===== config.mk =====
export PLATFORM = sky130hd
export DESIGN_NAME = handshake_issue_sequencer
export DESIGN_NICKNAME = d
export VERILOG_FILES = /design/src/rtl/handshake_issue_sequencer.sv
export SDC_FILE = /design/constraint.sdc
export NUM_CORES = 1
export LEC_CHECK = 0
export BUFFER_PORTS_ARGS = -buffer_cell sky130_fd_sc_hd__buf_2
export CORE_AREA = 5 5 72 74
export DETAILED_ROUTE_END_ITERATION = 8
export DIE_AREA = 0 0 77 79
export PLACE_DENSITY = 0.71
export RECOVER_POWER = 50
export SLEW_MARGIN = 20
export SYNTH_ARGS = -nofsm -noshare
export SYNTH_HDL_FRONTEND = slang
export SYNTH_SLANG_ARGS = --single-unit

===== constraint.sdc =====
create_clock -name clk -period 2.8 [get_ports clk]
set_input_delay 0.28 -clock clk [delete_from_list [all_inputs] [get_ports clk]]
set_output_delay 0.28 -clock clk [all_outputs]
set_load 0.01 [all_outputs]

===== src/rtl/handshake_issue_sequencer.sv =====
// Upstream sequencer for the clk2-domain req/ack talker: queues commands, issues start pulses,
// counts completions and watches for stalled or malformed handshakes. Optional SEQ_STATS_EN adds lat_max.
module handshake_issue_sequencer #(
    parameter int unsigned MAX_PENDING = 15,
    parameter int unsigned PEND_W      = 4,
    parameter int unsigned CNT_W       = 16,
    parameter int unsigned TIMEOUT     = 1023,
    parameter int unsigned TO_W        = 10
) (
    input  logic              clk,
    input  logic              reset,
    input  logic              cmd_valid,
    output logic              cmd_ready,
    input  logic              err_clear,
    input  logic              ready,
    input  logic              rcv,
    output logic              start,
    output logic              busy,
    output logic              done,
    output logic [PEND_W-1:0] pending,
    output logic [CNT_W-1:0]  xfer_count,
    output logic              timeout_err,
    output logic              proto_err,
    output logic [TO_W-1:0]   lat_max
);

    typedef enum logic [1:0] {
        ST_IDLE  = 2'd0,
        ST_ISSUE = 2'd1,
        ST_BUSY  = 2'd2,
        ST_ERROR = 2'd3
    } state_t;

    localparam logic [PEND_W-1:0] MAX_P   = PEND_W'(MAX_PENDING);
    localparam logic [TO_W-1:0]   TO_LAST = TO_W'(TIMEOUT - 1);

    state_t              state_q, state_d;
    logic [PEND_W-1:0]   pending_q, pending_d;
    logic [CNT_W-1:0]    xfer_count_q, xfer_count_d;
    logic [TO_W-1:0]     wd_q, wd_d;
    logic                rcv_seen_q, rcv_seen_d;
    logic                timeout_err_q, timeout_err_d;
    logic                proto_err_q, proto_err_d;
    logic                done_q, done_d;
    logic                start_q, busy_q, cmd_ready_q, cmd_ready_d;
    logic                accept_s, issue_s;
    logic [TO_W-1:0]     wd_inc_s;

    assign accept_s = cmd_valid & cmd_ready_q;
    assign wd_inc_s = wd_q + TO_W'(1);

    // Next-state, queue bookkeeping, watchdog and error flags.
    always_comb begin
        state_d       = state_q;
        pending_d     = pending_q;
        xfer_count_d  = xfer_count_q;
        wd_d          = wd_q;
        rcv_seen_d    = rcv_seen_q;
        timeout_err_d = timeout_err_q;
        proto_err_d   = proto_err_q;
        done_d        = 1'b0;
        issue_s       = 1'b0;

        // Clear first so that an error detected in the same cycle still sticks.
        if (err_clear) begin
            timeout_err_d = 1'b0;
            proto_err_d   = 1'b0;
        end else begin
            timeout_err_d = timeout_err_q;
            proto_err_d   = proto_err_q;
        end

        case (state_q)
            ST_IDLE: begin
                wd_d = {TO_W{1'b0}};
                if ((pending_q != {PEND_W{1'b0}}) && ready) begin
                    state_d    = ST_ISSUE;
                    issue_s    = 1'b1;
                    rcv_seen_d = 1'b0;
                end else begin
                    state_d = ST_IDLE;
                end
            end
            ST_ISSUE: begin
                wd_d = wd_inc_s;
                if (wd_q == TO_LAST) begin
                    timeout_err_d = 1'b1;
                    state_d       = ST_ERROR;
                end else if (!ready) begin
                    state_d = ST_BUSY;
                end else begin
                    state_d = ST_ISSUE;
                end
            end
            ST_BUSY: begin
                wd_d = wd_inc_s;
                if (rcv) begin
                    rcv_seen_d = 1'b1;
                end else begin
                    rcv_seen_d = rcv_seen_q;
                end
                if (wd_q == TO_LAST) begin
                    timeout_err_d = 1'b1;
                    state_d       = ST_ERROR;
                end else if (ready && !rcv) begin
                    if (rcv_seen_q) begin
                        state_d      = ST_IDLE;
                        done_d       = 1'b1;
                        xfer_count_d = xfer_count_q + CNT_W'(1);
                    end else begin
                        proto_err_d = 1'b1;
                        state_d     = ST_ERROR;
                    end
                end else begin
                    state_d = ST_BUSY;
                end
            end
            ST_ERROR: begin
                if (err_clear) begin
                    state_d = ST_IDLE;
                    wd_d    = {TO_W{1'b0}};
                end else begin
                    state_d = ST_ERROR;
                end
            end
            default: begin
                state_d = ST_IDLE;
            end
        endcase

        case ({accept_s, issue_s})
            2'b10:   pending_d = pending_q + PEND_W'(1);
            2'b01:   pending_d = pending_q - PEND_W'(1);
            default: pending_d = pending_q;
        endcase

        cmd_ready_d = (pending_d < MAX_P);
    end

    // State and registered outputs.
    always_ff @(posedge clk or posedge reset) begin
        if (reset) begin
            state_q       <= ST_IDLE;
            pending_q     <= {PEND_W{1'b0}};
            xfer_count_q  <= {CNT_W{1'b0}};
            wd_q          <= {TO_W{1'b0}};
            rcv_seen_q    <= 1'b0;
            timeout_err_q <= 1'b0;
            proto_err_q   <= 1'b0;
            done_q        <= 1'b0;
            start_q       <= 1'b0;
            busy_q        <= 1'b0;
            cmd_ready_q   <= 1'b1;
        end else begin
            state_q       <= state_d;
            pending_q     <= pending_d;
            xfer_count_q  <= xfer_count_d;
            wd_q          <= wd_d;
            rcv_seen_q    <= rcv_seen_d;
            timeout_err_q <= timeout_err_d;
            proto_err_q   <= proto_err_d;
            done_q        <= done_d;
            start_q       <= (state_d == ST_ISSUE);
            busy_q        <= (state_d == ST_ISSUE) || (state_d == ST_BUSY);
            cmd_ready_q   <= cmd_ready_d;
        end
    end

`ifdef SEQ_STATS_EN
    logic [TO_W-1:0] lat_max_q;

    // Peak issue-to-completion latency, sampled together with done.
    always_ff @(posedge clk or posedge reset) begin
        if (reset) begin
            lat_max_q <= {TO_W{1'b0}};
        end else if (done_d && (wd_inc_s > lat_max_q)) begin
            lat_max_q <= wd_inc_s;
        end else begin
            lat_max_q <= lat_max_q;
        end
    end

    assign lat_max = lat_max_q;
`else
    assign lat_max = {TO_W{1'b0}};
`endif

    assign cmd_ready   = cmd_ready_q;
    assign start       = start_q;
    assign busy        = busy_q;
    assign done        = done_q;
    assign pending     = pending_q;
    assign xfer_count  = xfer_count_q;
    assign timeout_err = timeout_err_q;
    assign proto_err   = proto_err_q;

endmodule

Word-level counts from Yosys, hierarchy flattened
Cells that the tools add are included.
W data, S select, Z words.
Word-level totals
  flip-flop bits (word level): 39
  output and inout port bits: 36
Operators by class
  reduce and logical (&&, ||, !) cells: 10
  magnitude comparators: 1
  bitwise gates (word level): 2
  equality and inequality tests: 11
  add/sub/neg operators: 4
  muxes and demuxes: 28
Operator list (count)
  $pmux W10 S3: 1
  $mux W1: 17
  $add A16 B1 Y16 const B: 1
  $mux W2: 6
  $add A10 B1 Y10 const B: 1
  $eq A10 B10 Y1 const B: 1
  $mux W10: 1
  $eq A2 B2 Y1 const B: 4
  $pmux W2 S4: 1
  $pmux W4 S2: 1
  $eq A2 B1 Y1 const B: 3
  $ne A2 B2 Y1 const B: 3
  $add A4 B1 Y4 const B: 1
  $lt A4 B4 Y1 const B: 1
  $reduce_and A4 Y1: 1
  $reduce_bool A4 Y1: 1
  $sub A4 B1 Y4 const B: 1
  $reduce_and A3 Y1: 1
  $logic_and A1 B1 Y1: 2
  $logic_not A2 Y1: 1
  $pmux W1 S2: 1
  $reduce_bool A2 Y1: 1
  $reduce_or A2 Y1: 1
  $and A1 B1 Y1: 1
  3 further kinds: 3

Logic depth before layout (Yosys ltp)
Gate-level depths: netlist of run 1.
  depth after elaboration: 7
  depth in mapped cells: 11
  mapped depth without buffers: 11

Least setup slack after synthesis of run 1
Ideal clock, no wire load.
  kind: flip-flop to flip-flop
  start: reg pending_q[1] (netlist: pending[1])
  end: reg cmd_ready_q (netlist: cmd_ready)
  period minus slack after synthesis: 2.468 ns
  arrival: 2.372 ns
  slack: 0.332 ns
  buffers on the path: 0
  cell stages (with the launch flop): 10
  cells stage by stage: dfrtp_1 -> o41ai_1 -> nor2_1 -> ha_1 -> xor2_1 -> ha_1 -> a21oi_1 -> mux2i_1 -> xnor2_1 -> o2111ai_1
Between the ends
  word-level cells in the longest chain between the ends: 7
  elaborated cells between the ends (all ways): 10
Ends and longest elaborated chain
  from (decl): line 38  | logic [PEND_W-1:0] pending_q, pending_d;
  from (signal assigned): line 144  | pending_q <= {PEND_W{1'b0}};
  from (signal assigned): line 156  | pending_q <= pending_d;
  $reduce_bool A4 Y1: line 76  | if ((pending_q != {PEND_W{1'b0}}) && ready) begin
  $logic_and A1 B1 Y1: line 76
  $mux W1: line 76
  $mux W1: line 73  | case (state_q)
  $eq A2 B1 Y1 / $eq A2 B2 Y1 (equally long branches): line 131  | case ({accept_s, issue_s})
  $pmux W4 S2 *: line 131
  via pending_d[2]: line 38
  $lt A4 B4 Y1 *: line 137  | cmd_ready_d = (pending_d < MAX_P);
  via cmd_ready_d: line 45  | logic start_q, busy_q, cmd_ready_q, cmd_ready_d;
  to (signal assigned): line 165  | cmd_ready_q <= cmd_ready_d;
  to (decl): line 45
The timed path passes the listed nets; every way through them passes the cells marked *.
A chain may end at the register's enable or synchronous reset.

Worst setup path after layout of run 1
Same ends and word-level chain as after synthesis.

==> flow_summary_export.csv, run 1 <==
group,metric,value,unit
outcome,status,"finished with violations",
outcome,violations,"capacitance limit, slew limit",
global_route,grt_max_degree,40,
logic_synthesis,synth-edff-count,0,
clocking,cts_root_buffer,"clkbuf_8",
die,rows,25,
clocking,clkTransAtPathRegs,0.08,ns
timing,fin_skew,0.00752,ns
finish,mostFrequentLayoutCell,"dfrtp_1",
timing,setup_viol,0,
worst_hold_path,worstHoldPathType,"input pin to register",
timing,max_slew_margin,-36.6,%
finish,final_cell_mix,"dfrtp_1, buf_2, xor2_1, clkbuf_1, inv_1",
route,drtPass1Iterations,4,
route,drt_wl_total,3890,um
logic_synthesis,synth_cell_types,49,
clocking,cts.sink_count,39,
global_route,grt_overflow,0,
timing,rsz0062_at_grt,"false",
finish,antennaDiodeCount,0,
global_route,grt_pass1_wl,6730,um
setup_path,worstSetupPathType,"register to register",
timing,slew_viol_final,40,
timing,period_needed,2.45,ns
power,p_total,0.00192,W
timing,fin_ws,0.353,ns
setup_path,setup.worst_path.end_class,"register",
setup_path,cp_num_buf_inv,0,
clocking,cts_max_level,2,
power,power_density,793,mW/mm^2
timing,tightest_slew,2.05,ns
global_route,antenna_found_initial,0,
clocking,cts_resized,0,
power,p_leak,1.20,nW
finish,fin_cells,295,
route,vias,1509,
global_route,grt_use_total,13.6,%
power,vdd_drop_max,0.372,mV
setup_path,crit_slowest_cell,"o41ai_1",
die,start_util,47.0,%
route,ant_nets,0,
logic_synthesis,async_reset_ff_share,100,%
setup_path,worstPathRequired,3.00,ns
logic_synthesis,synth_area,0.00213,mm^2
logic_synthesis,ys_seq_area_share,45.9,%
setup_path,max_stage_delay,0.47,ns
finish,drive_gt1_share,16.6,%
clocking,insertion_delay,0.29,ns
setup_path,arrival,2.64,ns
setup_path,cpMostUsedCell,"ha_1",
run,max-cap-violations,1,
clocking,postCtsSetupBuffers,0,
place,routabilityCongestion,0.797,
finish,fin_nets,258,
die,die_h,79,um
logic_synthesis,ys_ff_latch,39,
clocking,cts_tree,"done",
setup_path,path_delay_family,"compound AO/OA/AOI/OAI gates",
setup_path,crit_path_start_kind,"register",
clocking,cts_buffers,5,
global_route,grt_pass1_vias,1445,
place,place.detailed.hpwl,2860,um
timing,fmax,409,MHz
place,io_buffers,31,
logic_synthesis,syn_inst,203,
die,die_w,77,um
setup_path,path_max_fanout,7,
logic_synthesis,synth_ff_type,"dfrtp_1",
timing,fin_crit_sh,87.4,%
place,placedCellCount,287,
timing,hold_violations,0,
place,preCtsSetupSlack,0.340,ns
logic_synthesis,yosys_warnings,0,
die,design.core.area,0.00454,mm^2
route,drt_iter0_drc,53,
die,design.portCount,42,
route,via_per_inst,5.12,
timing,fin_tns_setup,0,ns
finish,syn2layout_area_growth,13.5,%
clocking,cts_hold_buf,0,
die,dieArea,0.00608,mm^2
route,drc,0,
setup_path,crit_chain,"o41ai_1 > nor2_1 > ha_1 > xor2_1 > ha_1 > a21oi_1 > mux2i_1 > xnor2_1 > o2111ai_1",
route,wire_per_inst,13.2,um
clocking,clockBufferDepth,2,
logic_synthesis,syn_area_per_cell,10.5,um^2
==> worst reg2reg max path, stage by stage, from the launching register on <==
cell	delay [ns]
dfrtp_1	0.46
o41ai_1	0.47
nor2_1	0.11
ha_1	0.29
xor2_1	0.17
ha_1	0.18
a21oi_1	0.15
mux2i_1	0.23
xnor2_1	0.15
o2111ai_1	0.14
==> metrics by stage <==
stage,hold WS (ns),area (um^2),utilization [%]
5_1_grt,0.308,2420,53.3
3_3_place_gp,0.424,2320,51.1
2_1_floorplan,0.457,2160,-
4_1_cts,0.104,2440,53.7
3_5_place_dp,0.429,2320,51.1
6_report,0.295,2420,53.3
==> kinds of logic (layout without fill, tap and decap cells) <==
kind of cell               Yosys count  after routing  share of synthesized area (%)
AOI/OAI and AO/OA                   26             26                           9.23
DFF                                 39             39                           45.9
muxes                                4              4                           2.00
adders and majority gates           12             12                           7.05
xor gates and xnor gates            24             24                           9.87
other                                1             10                          0.176
and+or+nand+nor                     71             71                           19.3
buffers and inverters               26             55                           6.52
==> state kept, by name (all words and copies together), names as in the netlist <==
register,count
done,1
xfer_count,16
cmd_ready,1
start,1
timeout_err,1
pending,4
state_q,2
busy,1
proto_err,1
wd_q,10
rcv_seen_q,1
==> cell type report <==
type / instances / area, um^2
fill: 425 / 2120
multi-input combinational: 147 / 1050
sequential: 39 / 977
timing repair buffer: 34 / 158
clock buffer: 6 / 82.6
tap: 54 / 67.6
inverter: 13 / 48.8
clock inverter: 2 / 35.0
==> report_power, final <==
group	total [W]	switching, W	internal, W
clock	0.000485	0.000197	0.000288
sequential	0.000769	0.0000998	0.000669
combinational	0.000663	0.000382	0.000281
total	0.00192	0.000679	0.00124
==> path summary, 6_finish.rpt <==
| check | from | end | slack, ns | cells past startpoint |
|---|---|---|---|---|
| worst max-delay path | pending[1] | cmd_ready | 0.35 | 9 |
| worst max register to register | pending[1] | cmd_ready | 0.35 | 9 |
| worst min-delay path | err_clear | proto_err | 0.30 | 3 |
| worst min register to register | xfer_count[15] | xfer_count[15] | 0.47 | 1 |
| max in group asynchronous | reset | wd_q[6] | 0.91 | 3 |
| min in group asynchronous | reset | xfer_count[4] | 0.72 | 3 |
==> synth_stat cells (all sizes together), types with 2 or more instances <==
master | number | area share (%)
nand2 | 12 | 2.1
ha | 12 | 7.1
xnor2 | 8 | 3.3
and2 | 2 | 0.59
and3b | 2 | 0.88
nor4 | 2 | 0.88
nand4 | 8 | 2.6
and3 | 3 | 0.88
inv | 13 | 2.3
and4 | 3 | 1.2
nor2b | 4 | 1.2
o21ai | 6 | 1.4
xor2 | 16 | 6.6
a32oi | 2 | 0.82
buf | 11 | 3.9
mux2i | 2 | 0.94
a22o | 2 | 0.82
dfrtp | 38 | 45
nand3 | 8 | 1.9
a21oi | 5 | 1.2
nor3 | 9 | 2.6
nor2 | 11 | 1.9
mux2 | 2 | 1.1
clkbuf | 2 | 0.35
==> layer usage <==
layer  vias to the layer above  routed length [um]  track usage, %  share of wire, %
li1                        764                   -               -                 -
met4                         0                  17            4.12              0.44
met2                        24                1790            20.9                46
met3                         4                 196            4.54               5.0
met1                       717                1880            18.1                48
met5                         -                   0               0                 0
(Power assumes the default switching activity.)
==> run 2, diff against run 1 <==
- clock period: 2.8 -> 2.6 ns (I/O delays scaled with it)
==> run 2 against run 1 <==
  * The flow still finishes with violations (capacitance limit, slew limit)
  * Critical endpoint unchanged
  * Flip-flop and latch count did not move
  * Clock power fell by 5.6%
  * Cell count did not move
  * Sequential power rose by 10%
==> flow_summary_export.csv, run 2 (synthesized netlist as in run 1, its figures left out) <==
group,metric,value,unit
power,vdd_drop_max,0.455,mV
worst_hold_path,holdPathStages,3,
route,wire_per_inst,13.4,um
route,drc,0,
clocking,insertion_delay,0.29,ns
die,dieArea,0.00608,mm^2
finish,drive_gt1_share,17.0,%
global_route,antenna_found_initial,0,
finish,syn2layout_area_growth,13.7,%
global_route,grt_pass1_vias,1498,
timing,period_needed,2.38,ns
clocking,cts.sink_count,39,
run,max-cap-violations,1,
route,dr_wl_met2,1840,um
global_route,grt_overflow,0,
die,die_h,79,um
place,routabilityCongestion,0.750,
die,rows,25,
setup_path,crit_slowest_cell,"dfrtp_1",
timing,max_slew_margin,-37.0,%
timing,fin_crit_sh,91.5,%
place,preCtsSetupSlack,0.131,ns
die,die_w,77,um
clocking,cts_max_level,2,
global_route,grt_pass1_wl,6730,um
power,p_leak,1.20,nW
finish,final_cell_mix,"dfrtp_1, buf_2, xor2_1, clkbuf_1, inv_1",
die,design.portCount,42,
setup_path,worstSetupPathType,"register to register",
worst_hold_path,worstHoldPathType,"input pin to register",
setup_path,arrival,2.58,ns
route,met3_length,196,um
worst_hold_path,hold_path.startpoint,"err_clear",
outcome,status,"finished with violations",
setup_path,path_max_fanout,7,
clocking,clockBufferDepth,2,
finish,fin_nets,258,
clocking,cts_hold_buf,0,
setup_path,max_stage_delay,0.48,ns
setup_path,r2r-end,"cmd_ready",
setup_path,crit_chain,"o41ai_4 > nor2_1 > ha_1 > xor2_1 > ha_1 > a21oi_1 > mux2i_1 > xnor2_1 > o2111ai_1",
clocking,cts_tree,"done",
timing,fin_tns_setup,0,ns
outcome,violations,"capacitance limit, slew limit",
setup_path,rrSetupSlack,0.22,ns
worst_hold_path,hold_end,"proto_err",
global_route,grt_max_degree,40,
setup_path,startpoint,"pending[1]",
clocking,clkTransAtPathRegs,0.08,ns
route,drt_iter0_drc,58,
setup_path,cpMostUsedCell,"ha_1",
finish,antennaDiodeCount,0,
clocking,cts_buffers,5,
finish,largest_register_ffs,16,
setup_path,crit_path_start_kind,"register",
setup_path,reg2regPathDepth,9,
route,via_per_inst,5.21,
finish,mostFrequentLayoutCell,"dfrtp_1",
power,power_density,840,mW/mm^2
setup_path,rr_startpoint,"pending[1]",
route,topRoutingLayerUsed,"met4",
route,wl_met1,1880,um
timing,fin_ws,0.222,ns
route,drtPass1Iterations,4,
timing,fmax,420,MHz
global_route,grt_use_total,13.1,%
timing,fin_skew,0.00809,ns
finish,fillers,435,
timing,tightest_slew,2.06,ns
place,place.detailed.hpwl,2840,um
route,vias,1537,
setup_path,worstPathRequired,2.80,ns
place,io_buffers,31,
clocking,cts_root_buffer,"clkbuf_8",
timing,setup_viol,0,
route,ant_nets,0,
setup_path,setup.worst_path.end_class,"register",
route,drt_wl_total,3960,um
die,design.core.area,0.00454,mm^2
timing,hold_violations,0,
timing,slew_viol_final,40,
die,start_util,47.0,%
[run 2: cell types whose count changed in the layout (fill, tap and decap cells not counted), sizes merged]
cell	change
bufinv	-1
clkbuf	+1
clkinv	-1
clkinvlp	+1
[run 2: worst max-delay path by stage]
stage          slack (ns)  depth (start not counted)        end
2_1_floorplan        0.13                          9  cmd_ready
3_3_place_gp         0.25                          9  cmd_ready
3_5_place_dp         0.13                          9  cmd_ready
4_1_cts              0.13                          9  cmd_ready
5_1_grt            -0.004                          9  cmd_ready
6_report             0.22                          9  cmd_ready
[run 2: final cells by class]
cell class / instances / area [um^2] / share of cell area (%)
clock buffer: 7 / 96.3 / 3.98
clock inverter: 1 / 7.51 / 0.310
inverter: 13 / 48.8 / 2.02
multi-input combinational: 147 / 1070 / 44.0
sequential: 39 / 977 / 40.4
tap: 54 / 67.6 / 2.79
timing repair buffer: 34 / 158 / 6.51
[run 2: critical path: cells and delay by family, from the launching register on]
kind / cells / cell delay (ns)
flops: 1 / 0.48
mux: 1 / 0.23
compound gates: 3 / 0.68
fa+ha+maj: 2 / 0.47
xor+xnor: 2 / 0.33
simple gates: 1 / 0.10
[run 2: per-stage QoR]
| stage | util (%) | power, W | std cells | cell area, um^2 | hold slack (ns) |
|---|---|---|---|---|---|
| floorplan | - | 0.00136 | 212 | 2160 | 0.437 |
| global placement | 51.1 | 0.00155 | 287 | 2320 | 0.404 |
| detailed placement | 51.1 | 0.00158 | 287 | 2320 | 0.407 |
| CTS | 53.4 | 0.00204 | 295 | 2420 | 0.0887 |
| global route | 53.4 | 0.00219 | 295 | 2420 | 0.277 |
| finish | 53.4 | 0.00203 | 295 | 2420 | 0.261 |
[run 2: routing by layer]
metal | up-vias | GRT usage, %
met5 | - | 0
met2 | 28 | 20.5
li1 | 760 | -
met3 | 7 | 3.74
met4 | 0 | 3.09
met1 | 742 | 18.1
[run 2: where the power goes]
group,leakage (nW),switching [W],internal [W]
sequential,0.513,0.000125,0.000720
combinational,0.635,0.000420,0.000311
clock,0.0505,0.000217,0.000241
[run 2: repair_timing]
| action | CTS | global route |
|---|---|---|
| gates resized for setup | 0 | 2 |
| hold endpoints to repair | 0 | 0 |
| buffers inserted | 0 | 0 |
| endpoints found under the setup margin | 0 | 1 |
